[config.mk]
export PLATFORM = sky130hd
export DESIGN_NAME = ifft_r2sdf_type2_stage
export DESIGN_NICKNAME = d
export VERILOG_FILES = /design/src/rtl/ifft_r2sdf_type2_stage.sv
export SDC_FILE = /design/constraint.sdc
export NUM_CORES = 1
export LEC_CHECK = 0
export ABC_AREA = 1
export CORE_MARGIN = 3
export CORE_UTILIZATION = 25
export DETAILED_ROUTE_END_ITERATION = 12
export PLACE_DENSITY = 0.36
export SYNTH_ARGS = -nofsm -noshare
export SYNTH_HDL_FRONTEND = slang
export SYNTH_SLANG_ARGS = --single-unit
export TNS_END_PERCENT = 1
[constraint.sdc]
create_clock -name clk -period 4.17 [get_ports clk]
set_clock_uncertainty 0.1 [all_clocks]
set_input_delay 0.834 -clock clk [delete_from_list [all_inputs] [get_ports clk]]
set_output_delay 0.834 -clock clk [all_outputs]
set_load 0.02 [all_outputs]
[src/rtl/ifft_r2sdf_type2_stage.sv]
// Radix-2 single-path delay-feedback stage using the inverse type-2 butterfly.
// Frames are 2*DELAY beats: x0 fills the delay line, x1 yields out0, and the next x0 pushes out1.
module ifft_r2sdf_type2_stage #(
  parameter int unsigned VIRTUAL_DATA_WIDTH = 18,
  parameter int unsigned DELAY              = 4,
  parameter int unsigned SCALE              = 1
) (
  input  logic                                 clk,
  input  logic                                 rst,
  input  logic                                 enable,
  input  logic                                 in_valid,
  input  logic signed [VIRTUAL_DATA_WIDTH-1:0] in_real,
  input  logic signed [VIRTUAL_DATA_WIDTH-1:0] in_imag,
  output logic                                 out_valid,
  output logic signed [VIRTUAL_DATA_WIDTH-1:0] out_real,
  output logic signed [VIRTUAL_DATA_WIDTH-1:0] out_imag,
  output logic                                 out_first
);

  localparam int unsigned W    = VIRTUAL_DATA_WIDTH;
  localparam int unsigned PtrW = (DELAY > 1) ? $clog2(DELAY) : 1;
  localparam logic [PtrW-1:0] PtrLast = PtrW'(DELAY - 1);

  typedef enum logic [1:0] {StFill, StBfly, StDrain} state_e;

  state_e          state_q;
  logic [PtrW-1:0] ptr_q;
  logic            accept;
  logic            ptr_last;

  logic signed [W-1:0] mem_real [DELAY];
  logic signed [W-1:0] mem_imag [DELAY];
  logic signed [W-1:0] rd_real, rd_imag;

  logic signed [W:0]   sum0_re, sum0_im, sum1_re, sum1_im;
  logic signed [W-1:0] b0_re, b0_im, b1_re, b1_im;

  // Sums carry one guard bit; SCALE picks halving (no overflow) or plain wrap.
  function automatic logic signed [W-1:0] norm(input logic signed [W:0] s);
    if (SCALE != 0) return s[W:1];
    else            return s[W-1:0];
  endfunction

  assign accept   = enable & in_valid;
  assign ptr_last = (ptr_q == PtrLast);
  assign rd_real  = mem_real[ptr_q];
  assign rd_imag  = mem_imag[ptr_q];

  // Delay line holds x0 during BFLY and out1 during DRAIN.
  always_comb begin
    sum0_re = {rd_real[W-1], rd_real} + {in_imag[W-1], in_imag};
    sum0_im = {rd_imag[W-1], rd_imag} - {in_real[W-1], in_real};
    sum1_re = {rd_real[W-1], rd_real} - {in_imag[W-1], in_imag};
    sum1_im = {rd_imag[W-1], rd_imag} + {in_real[W-1], in_real};
    b0_re   = norm(sum0_re);
    b0_im   = norm(sum0_im);
    b1_re   = norm(sum1_re);
    b1_im   = norm(sum1_im);
  end

  always_ff @(posedge clk) begin
    if (rst) begin
      state_q   <= StFill;
      ptr_q     <= '0;
      out_valid <= 1'b0;
      out_first <= 1'b0;
      out_real  <= '0;
      out_imag  <= '0;
    end else if (enable) begin
      if (in_valid) begin
        ptr_q <= ptr_last ? '0 : ptr_q + 1'b1;
        unique case (state_q)
          StFill: begin
            out_valid <= 1'b0;
            out_first <= 1'b0;
            if (ptr_last) state_q <= StBfly;
          end
          StBfly: begin
            out_valid <= 1'b1;
            out_first <= (ptr_q == '0);
            out_real  <= b0_re;
            out_imag  <= b0_im;
            if (ptr_last) state_q <= StDrain;
          end
          StDrain: begin
            out_valid <= 1'b1;
            out_first <= 1'b0;
            out_real  <= rd_real;
            out_imag  <= rd_imag;
            if (ptr_last) state_q <= StBfly;
          end
          default: state_q <= StFill;
        endcase
      end else begin
        out_valid <= 1'b0;
        out_first <= 1'b0;
      end
    end
  end

  always_ff @(posedge clk) begin
    if (!rst && accept) begin
      if (state_q == StBfly) begin
        mem_real[ptr_q] <= b1_re;
        mem_imag[ptr_q] <= b1_im;
      end else begin
        mem_real[ptr_q] <= in_real;
        mem_imag[ptr_q] <= in_imag;
      end
    end
  end

endmodule

==> results.md, run 1 <==
- Fin crit share: 93.0%
- Row cnt: 78
- Initial antenna violation count: 0
- Startpoint Class: flip-flop
- Drt drc: 0
- Cell Area, Synth: ~0.012 mm2
- Final ANT Viol Nets: 0
- Area growth from synthesis to layout: 18.1%
- Pre-antenna DRT Iters: 5
- Peak Freq: 0.258 GHz
- Setup TNS: 0 ns
- Die height: 222 um
- Largest net degree at the start of global routing: 73
- NumNets Final: 1613
- Mapped Cells: between 1000 and 1500
- Yosys reg bits: 188
- Die Area: 0.0495 mm2
- Detailed Route WL: 43.1 mm
- Worst min-delay path class: reg -> reg
- Ys async rst share: 0%
- Post-Syn Nets: 1545
- Average cell area after synthesis: between 8 and 9 um2
- CTS sink cnt: approximately 190
- Starting Density: 25.5%
- Status: completed
- IO Port Bufs: 77
- Post-synth EDFFs: ~140
- # resized after CTS: 0
- Final min period: 3.88 ns
- CORE AREA: 0.0459 mm2
- RSZ-0062 raised after global routing: no
- Ant diodes: 0
- Post-CTS setup buffer count: 0
- Vias per cell: 4.81
- Final Hold Viols: 0
- Worst setup path category: reg -> reg
- Pwr Total: 5.51 mW
- Crit path DAT: ~4.2 ns
- Synth warn: 0
- Num CTS Buffers: 17
- CP Capture Type: flip-flop
- Layout cell share with drive strength beyond 1: 7.84%
- Worst-path clk slew: 0.08 ns
- Vias in the first global route: 9665
- Post-synth cell types: 51
- Req. time, crit path: 4.47 ns
- HPWL Detailed: 32.1 mm
- CTS tree: done
- Post-cts hold buffer count: 0
- Post-Route Utilization: between 30% and 40%
- Vias: roughly 10000
- Maximum vdd drop: 216 uV
- Fin. max-slew vios: 0
- Worst-Skew Late Latency: 0.46 ns
- Sequential cell area fraction in the yosys report: about 44%
- Endpoints failing setup: 0
- Boundary pin count: approximately 80
- Root Driver: clkbuf_16
- DRT iter0 DRCs: 720
- Max FO, Critical Path: 58
- Transition time of the tightest slew-check pin: 0.827 ns
- P per Cell Area: ~400 mW/mm2
- Synth Flop Type: edfxtp_1
- Placer congestion estimate: 0.922
- Total global routing overflow: 0
- Leakage: 5.51 nW
- Die width: ~220 um
- Wirelength per Cell: around 20 um
- First-pass GRT wire length: 64.1 mm
- Slew HR: between 40% and 50%
- Max Cap Viol: 0
- Max H-tree Level: 4
- All-Layer GR Usage: 17.3%
- Longest Clk Path Bufs: 2
placed cells by master (no fill, tap or decap), types with 3 or more instances in the layout:
cell type,Yosys,routed
a211oi_1,3,3
a21o_1,7,7
a21oi_1,105,105
a21oi_2,8,8
a22oi_1,3,3
a31oi_1,9,9
buf_4,3,36
clkbuf_16,0,17
clkdlybuf4s50_1,0,77
clkinv_4,0,3
dfxtp_1,44,43
edfxtp_1,144,144
fa_1,4,4
ha_1,77,77
inv_1,126,126
inv_2,5,5
inv_6,0,4
inv_8,0,3
nand2_1,243,242
nand2_2,15,16
nand3_1,86,86
nand3_2,4,4
nand4_1,12,12
nor2_1,192,188
nor2_4,1,5
nor3_1,13,13
nor4_1,4,4
o211ai_1,7,7
o21a_1,7,7
o21ai_0,143,143
o21ai_1,7,7
o21ai_2,3,3
o21bai_1,8,8
o22ai_1,36,36
xor2_1,23,23
Yosys cell counts (2+ instances only):
library cell | count | share of area, %
a211oi_1 | 3 | 0.19
a21o_1 | 7 | 0.45
a21oi_1 | 105 | 4.5
a21oi_2 | 8 | 0.60
a22oi_1 | 3 | 0.19
a31oi_1 | 9 | 0.48
and2_1 | 2 | 0.11
buf_1 | 4 | 0.13
buf_2 | 21 | 0.90
buf_4 | 3 | 0.19
buf_6 | 6 | 0.58
clkbuf_1 | 30 | 0.96
clkinv_1 | 2 | 0.064
dfxtp_1 | 44 | 7.5
edfxtp_1 | 144 | 37
fa_1 | 4 | 0.68
ha_1 | 77 | 8.2
inv_1 | 126 | 4.0
inv_2 | 5 | 0.16
nand2_1 | 243 | 7.8
nand2_2 | 15 | 0.80
nand3_1 | 86 | 3.7
nand3_2 | 4 | 0.34
nand4_1 | 12 | 0.64
nor2_1 | 192 | 6.2
nor2_2 | 2 | 0.11
nor3_1 | 13 | 0.56
nor4_1 | 4 | 0.21
o211ai_1 | 7 | 0.45
o21a_1 | 7 | 0.45
o21ai_0 | 143 | 6.1
o21ai_1 | 7 | 0.30
o21ai_2 | 3 | 0.22
o21bai_1 | 8 | 0.51
o22ai_1 | 36 | 1.9
o31ai_1 | 2 | 0.13
xor2_1 | 23 | 1.7
flip-flops by register name, summed over array words and instances, names as in the netlist, named ones only:
register / cells
mem_imag: 72
mem_real: 72
out_imag: 18
out_real: 18
ptr_q: 2
state_q: 2
out_first: 1
out_valid: 1
through the flow:
stage / setup slack [ns] / hold WS (ns) / area [um2] / std cells
finish: 0.290 / 0.364 / 13800 / 2105
global route: 0.0202 / 0.393 / 13800 / 2105
CTS: 0.284 / 0.370 / 13800 / 2105
detailed placement: 0.203 / 0.358 / 13200 / 2073
global placement: 0.144 / 0.357 / 13200 / 2073
floorplan: 0.928 / 0.403 / 11700 / 1424
cell families after synthesis:
group	after synthesis	share of synthesized area, %
compound gates	352	16.8
xor+xnor	24	1.79
fa+ha+maj	81	8.91
buf+inv	200	7.23
flops	188	44.4
simple gates	579	20.8
path summary, 6_finish.rpt:
check                           cells past startpoint                 startpoint  slack, ns                         to
worst max-delay path                               14                  flip-flop       0.29  out_real[16]$_SDFFE_PP0P_
worst max register to register                     14                  flip-flop       0.29  out_real[16]$_SDFFE_PP0P_
worst min register to register                      2  out_imag[14]$_SDFFE_PP0P_       0.36  out_imag[14]$_SDFFE_PP0P_
worst min-delay path                                2  out_imag[14]$_SDFFE_PP0P_       0.36  out_imag[14]$_SDFFE_PP0P_
layout make-up:
class                           count  area (um2)
Sequential cell                   188        5210
Clock buffer                       18         439
Clock inverter                     14         153
Timing Repair Buffer              115        1080
Fill cell                        4963       32000
Multi-Input combinational cell   1036        5690
Tap cell                          600         751
Inverter                          134         505
metal layers:
metal	GRT usage, %	wire, um	vias up
li1	-	-	5008
met1	24.6	21000	4844
met2	27.6	19600	245
met3	2.99	1850	32
met4	3.75	615	0
met5	0	0	-
where the power goes:
part / internal, mW / leakage, nW / switching, mW
sequential: 2.17 / 1.66 / 0.0118
clock: 0.866 / 0.295 / 0.811
combinational: 0.508 / 3.56 / 1.14
worst max-delay path, cell delays in order, from the launching register on:
cell and delay, ns:
dfxtp_2 0.35, inv_4 0.49, buf_4 0.30, o21ai_0 0.09, o22ai_1 0.38, ha_1 0.42, nor2_1 0.29, nand2_1 0.11
nor2_1 0.32, nand4_1 0.35, nand3_1 0.19, nand2_1 0.06, nand3_1 0.07, nand2_1 0.11, a21oi_1 0.13
Power figures use the tool's default switching activity.
==> inputs of run 2 (changes only) <==
REMOVE_ABC_BUFFERS = 1   (was default)
==> run 2 against run 1 <==
Compared with the run above: first-iteration DRC count is 32% lower; total power is 1.9% lower; clock power is 6% lower.
==> results.md, run 2 (synthesized netlist as in run 1, its figures left out) <==
- Max Cap Viol: 0 (unchanged)
- Worst-Skew Late Latency: 0.48 ns (+0.02 ns)
- Wirelength per Cell: 19.9 um (-2.8%)
- DRT iter0 DRCs: 488 (-32%)
- Longest Clk Path Bufs: 2 (unchanged)
- Total global routing overflow: 0 (unchanged)
- Most frequent cells in the layout: 242 x nand2_1, 188 x nor2_1, 144 x edfxtp_1
- CTS sink cnt: 188 (unchanged)
- R2R Setup Slk: 0.30 ns (about the same)
- CP delay by family, top: compound AO/OA/AOI/OAI gates
- Largest net degree at the start of global routing: 53 (-27%)
- Most common cell after layout, fill and taps aside: nand2_1
- Slew HR: 37.8% (-6.6 points)
- Crit path cell chain: inv_4, buf_4, o21ai_0, o22ai_1, ha_1, inv_1, o21bai_1, a21oi_1, o21ai_2, inv_1, nor2_1, nor2_1, nand2_1, nand3_1, o21ai_0
- Fin. max-slew vios: 0 (unchanged)
- Root Driver: clkbuf_16
- RSZ-0062 raised after global routing: no
- IO Port Bufs: 77 (unchanged)
- CP Capture Type: flip-flop
- Final min period: 3.87 ns (-0.00848 ns)
- Detailed Route WL: 42.0 mm (-2.6%)
- Pre-antenna DRT Iters: 6 (+1)
- Post-cts hold buffer count: 0 (unchanged)
- First-pass GRT wire length: 62.9 mm (-1.9%)
- Ant diodes: 0 (unchanged)
- Initial antenna violation count: 0 (unchanged)
- Worst-path clk slew: 0.07 ns (about the same)
- Die width: 222 um (unchanged)
- CTS tree: done
- Top Registers: mem_imag x72, mem_real x72
- All-Layer GR Usage: 17.0% (-0.26 points)
- HPWL Detailed: 31.1 mm (-3.1%)
- Area growth from synthesis to layout: 18.3%
- Worst setup path category: reg -> reg
- Boundary pin count: 78 (unchanged)
- Worst min-delay path class: reg -> reg
- Status: completed
- Die height: 222 um (unchanged)
- Vias per cell: 4.72 (-1.8%)
- Placer congestion estimate: 0.863 (-6.4%)
- Leakage: 5.52 nW (+0.17%)
- Endpoints failing setup: 0 (unchanged)
- Final std cells w/o fill: 2110 (+0.24%)
- Maximum vdd drop: 209 uV (-3.1%)
- P per Cell Area: 390 mW/mm2 (-2.1%)
- Bufs and invs on worst path: 4 (+2)
- Fin crit share: 92.8% (-0.20 points)
- Final Hold Viols: 0 (unchanged)
- Startpoint Class: flip-flop
- Placed cell count: 2079 (+0.29%)
- # resized after CTS: 0 (unchanged)
- Layout cell share with drive strength beyond 1: 8.08% (+0.24 points)
- Vias: 9969 (-1.6%)
- Max FO, Critical Path: 36 (-38%)
- Transition time of the tightest slew-check pin: 0.924 ns (+0.0973 ns)
- CORE AREA: 0.0459 mm2 (unchanged)
- Worst path slowest cell: o22ai_1
- Drt drc: 0 (unchanged)
- Vias in the first global route: 10100 (+4.5%)
- Peak Freq: 0.258 GHz (+0.22%)
- Final ANT Viol Nets: 0 (unchanged)
- Crit path DAT: 3.86 ns (-0.32 ns)
- Row cnt: 78 (unchanged)
- Die Area: 0.0495 mm2 (unchanged)
- CP max stage delay: 0.46 ns (-0.03 ns)
- Req. time, crit path: 4.16 ns (-0.31 ns)
- Post-CTS setup buffer count: 0 (unchanged)
- Starting Density: 25.5% (unchanged)
- Max H-tree Level: 4 (unchanged)
- Num CTS Buffers: 17 (unchanged)
- NumNets Final: 1619 (+0.37%)
- Setup TNS: 0 ns (unchanged)
run 2: changes by cell type in the layout (fill, tap and decap cells not counted), sizes merged:
cell	delta
clkinvlp	+2
buf	+7
clkbuf	+3
clkdlybuf4s50	-1
inv	-3
bufinv	-1
clkinv	-2
run 2: per-layer routing:
metal | global-route usage [%] | part of all wire (%) | wire [um] | vias up
met2 | 27.0 | 45 | 18700 | 167
met3 | 3.38 | 3.3 | 1370 | 36
met5 | 0 | 0 | 0 | -
li1 | - | - | - | 5026
met4 | 4.63 | 1.7 | 720 | 0
met1 | 23.8 | 50 | 21200 | 4740
run 2: worst min-delay path, delay by kind of cell, from the launching register on:
| family | cells | cell delay, ns |
|---|---|---|
| AO/OA/AOI/OAI | 1 | 0.05 |
| flip-flops | 1 | 0.31 |
| AND/OR/NAND/NOR | 1 | 0.06 |
run 2: final timing paths:
kind	start	to	cells after the start
setup / recovery	flip-flop	mem_real[3][9]$_DFFE_PP_	15
hold / removal	out_valid$_SDFFE_PP0P_	out_valid$_SDFFE_PP0P_	2
setup reg to reg	flip-flop	mem_real[3][9]$_DFFE_PP_	15
hold reg to reg	out_valid$_SDFFE_PP0P_	out_valid$_SDFFE_PP0P_	2
run 2: area by class of cell:
type	count	area [um2]
Fill cell	4927	32000
Multi-Input combinational cell	1036	5690
Sequential cell	188	5210
Timing Repair Buffer	121	1160
Tap cell	600	751
Inverter	134	505
Clock buffer	21	460
Clock inverter	10	80.1
run 2: metrics by stage:
step / cell area (um2) / hold WS, ns / setup WS (ns) / total power, mW / util, %
2_1_floorplan: 11400 / 0.402 / 0.191 / 3.27 / -
3_3_place_gp: 13300 / 0.352 / 0.142 / 3.89 / 29.0
3_5_place_dp: 13300 / 0.357 / 0.158 / 3.87 / 29.0
4_1_cts: 13900 / 0.368 / 0.343 / 5.49 / 30.2
5_1_grt: 13900 / 0.382 / 0.0678 / 5.74 / 30.2
6_report: 13900 / 0.364 / 0.299 / 5.40 / 30.2
run 2: where the power goes:
part | internal [mW] | switching, mW
sequential | 2.17 | 0.0145
clock | 0.800 | 0.776
combinational | 0.517 | 1.13
total | 3.49 | 1.92
==> inputs of run 3 (changes only) <==
DONT_BUFFER_PORTS = 1   (was default)
PLACE_DENSITY = 0.34   (was 0.36)
clock period = 4.04 ns   (was 4.17 ns; I/O delays follow)
==> run 3 against run 2 <==
Compared with the run above: highest routed layer unchanged; design area is 4.2% lower; critical path depth decreased by 1; flip-flop and latch count unchanged; critical endpoint is now mem_imag[1][17]$_DFFE_PP_.
==> results.md, run 3 (synthesized netlist as in run 1, its figures left out) <==
- CORE AREA: 0.0459 mm2 (unchanged)
- Setup TNS: 0 ns (unchanged)
- Worst-path clk slew: 0.08 ns (about the same)
- Post-cts hold buffer count: 0 (unchanged)
- Num CTS Buffers: 17 (unchanged)
- Startpoint Class: flip-flop
- Starting Density: 25.5% (unchanged)
- DRT iter0 DRCs: 562 (+15%)
- Status: completed
- Fin crit share: 92.2% (-0.62 points)
- CTS sink cnt: 188 (unchanged)
- RSZ-0062 raised after global routing: no
- Worst min-delay path class: in -> reg
- Endpoints failing setup: 0 (unchanged)
- Top Usage Layer GRT: met2
- Crit path cell chain: inv_2, buf_4, o21ai_0, o22ai_1, ha_1, buf_4, inv_1, nand3_1, nor3_1, o21ai_0, nand3_1, xor2_1, nand2_1, o21ai_0
- Setup slack after layout: 0.314 ns (+0.0156 ns)
- Max Cap Viol: 0 (unchanged)
- Sw Ratio: 34.2% (-1.3 points)
- Placed Instance Area: 0.0126 mm2 (-5.4%)
- Slew HR: 51.3% (+14 points)
- Register area: 0.00521 mm2 (unchanged)
- All-Layer GR Usage: 17.5% (+0.42 points)
- Max FO, Critical Path: 22 (-39%)
- GR Layer Usage met2: 28.3% (+1.3 points)
- Area growth from synthesis to layout: 13.3%
- Vias in the first global route: 9955 (-1.4%)
- Req. time, crit path: 4.19 ns (+0.03 ns)
- Final Hold Viols: 0 (unchanged)
- Final std cells w/o fill: 2042 (-3.2%)
- # resized after CTS: 0 (unchanged)
- Vias: 9782 (-1.9%)
- CTS tree: done
- Root Driver: clkbuf_16
- Post-CTS setup buffer count: 0 (unchanged)
- Worst reg2reg path depth: 14 (-1)
- Vias per cell: 4.79 (+1.4%)
- Flop pwr share: 38.8% (-1.6 points)
- Placed cell count: 2009 (-3.4%)
- Placer congestion estimate: 0.818 (-5.2%)
- Layout cell share with drive strength beyond 1: 9.09% (+1.0 points)
- Area of the multi-input gates: 0.00569 mm2 (unchanged)
- Initial antenna violation count: 0 (unchanged)
- Crit path DAT: 3.88 ns (+0.02 ns)
- Row cnt: 78 (unchanged)
- Switching power: 1.99 mW (+3.6%)
- Maximum vdd drop: 297 uV (+42%)
- Most frequent cells in the layout: 242 x nand2_1, 188 x nor2_1, 144 x edfxtp_1
- Detailed Route WL: 42.6 mm (+1.5%)
- Hold Path Cell Cnt: 1 (-1)
- DP Worst Slack: 0.278 ns (+0.120 ns)
- Worst path slowest cell: inv_2
- Largest net degree at the start of global routing: 65 (+23%)
- Wirelength per Cell: 20.9 um (+4.8%)
- Die height: 222 um (unchanged)
- Met3 Use GR: 4.07% (+0.69 points)
- NumNets Final: 1549 (-4.3%)
- Final ANT Viol Nets: 0 (unchanged)
- Pre-antenna DRT Iters: 5 (-1)
- CP max stage delay: 0.39 ns (-0.07 ns)
- Top Registers: mem_imag x72, mem_real x72
- Logic pwr share: 27.8% (-2.6 points)
- Leakage: 5.33 nW (-3.4%)
- IO Port Bufs: 0 (-100%)
- Total global routing overflow: 0 (unchanged)
- Peak Freq: 0.268 GHz (+3.9%)
- Worst setup path category: reg -> reg
- Die Area: 0.0495 mm2 (unchanged)
- Worst-Skew Late Latency: 0.49 ns (about the same)
- Max H-tree Level: 4 (unchanged)
- Longest Clk Path Bufs: 2 (unchanged)
- First-pass GRT wire length: 63.8 mm (+1.4%)
- Drt drc: 0 (unchanged)
- Boundary pin count: 78 (unchanged)
- Pint: 3.83 mW (+9.8%)
- Fin. max-slew vios: 0 (unchanged)
- P per Cell Area: 438 mW/mm2 (+12%)
- Top cell by count, worst path: o21ai_0
- Most common cell after layout, fill and taps aside: nand2_1
- Final min period: 3.73 ns (-0.146 ns)
- Power share of the clock group: 33.4% (+4.2 points)
- CP Capture Type: flip-flop
- Post-Layout Inst Area: 0.0133 mm2 (-4.2%)
- Pwr Total: 5.81 mW (+7.6%)
- Global routing usage on met1: 23.6% (-0.16 points)
- HPWL Detailed: 31.5 mm (+1.2%)
- Transition time of the tightest slew-check pin: 0.731 ns (-0.193 ns)
- Fill count: 4964 (+0.75%)
- Die width: 222 um (unchanged)
-- run 3: cell count changes in the layout (fill, tap and decap cells not counted), sizes merged --
cell | before | now
buf | 45 | 51
bufinv | 0 | 4
clkbuf | 21 | 18
clkdlybuf4s50 | 76 | 0
clkinv | 5 | 7
clkinvlp | 2 | 0
diode | 0 | 1
-- run 3: cell type report --
type	instances	area share, %
repair buffers	51	3.36
inverters	134	3.81
multi-input cells	1036	42.9
diodes	1	0.0189
clock inverters	14	1.71
clock buffers	18	3.31
well taps	600	5.66
flip-flops and latches	188	39.2
-- run 3: metrics by stage --
step / util, % / hold WS [ns]
after floorplan: - / 0.402
after global placement: 27.5 / 0.446
final: 28.9 / 0.281
after CTS: 28.9 / 0.238
after detailed placement: 27.5 / 0.452
after global routing: 28.9 / 0.248
-- run 3: worst paths after layout --
check	start	to	slack, ns
worst max-delay path	flip-flop	mem_imag[1][17]$_DFFE_PP_	0.31
worst min-delay path	rst	out_imag[2]$_SDFFE_PP0P_	0.28
worst max register to register	flip-flop	mem_imag[1][17]$_DFFE_PP_	0.31
worst min register to register	out_valid$_SDFFE_PP0P_	out_valid$_SDFFE_PP0P_	0.46
-- run 3: power groups by stage --
stage	sequential [mW]	clock, mW	combinational, mW
5_1_grt	2.26	2.09	1.83
2_1_floorplan	2.31	0	1.06
3_5_place_dp	2.30	0	1.62
6_report	2.26	1.94	1.62
4_1_cts	2.26	2.03	1.63
3_3_place_gp	2.30	0	1.63
-- run 3: worst max-delay path: cells and delay by family (launching register included) --
family / cells / cell delay (ns)
AO/OA/AOI/OAI: 4 / 0.79
XOR/XNOR: 1 / 0.21
adder cells (fa/ha/maj): 1 / 0.35
buffers and inverters: 4 / 0.98
flip-flops: 1 / 0.32
AND/OR/NAND/NOR: 4 / 0.72
-- run 3: routing by layer --
metal  share of wire [%]  up-vias  wire length [um]
li1                    -     4878                 -
met3                 4.0       34              1680
met1                  48     4727             20600
met2                  46      143             19700
met4                 1.4        0               595
met5                   0        -                 0
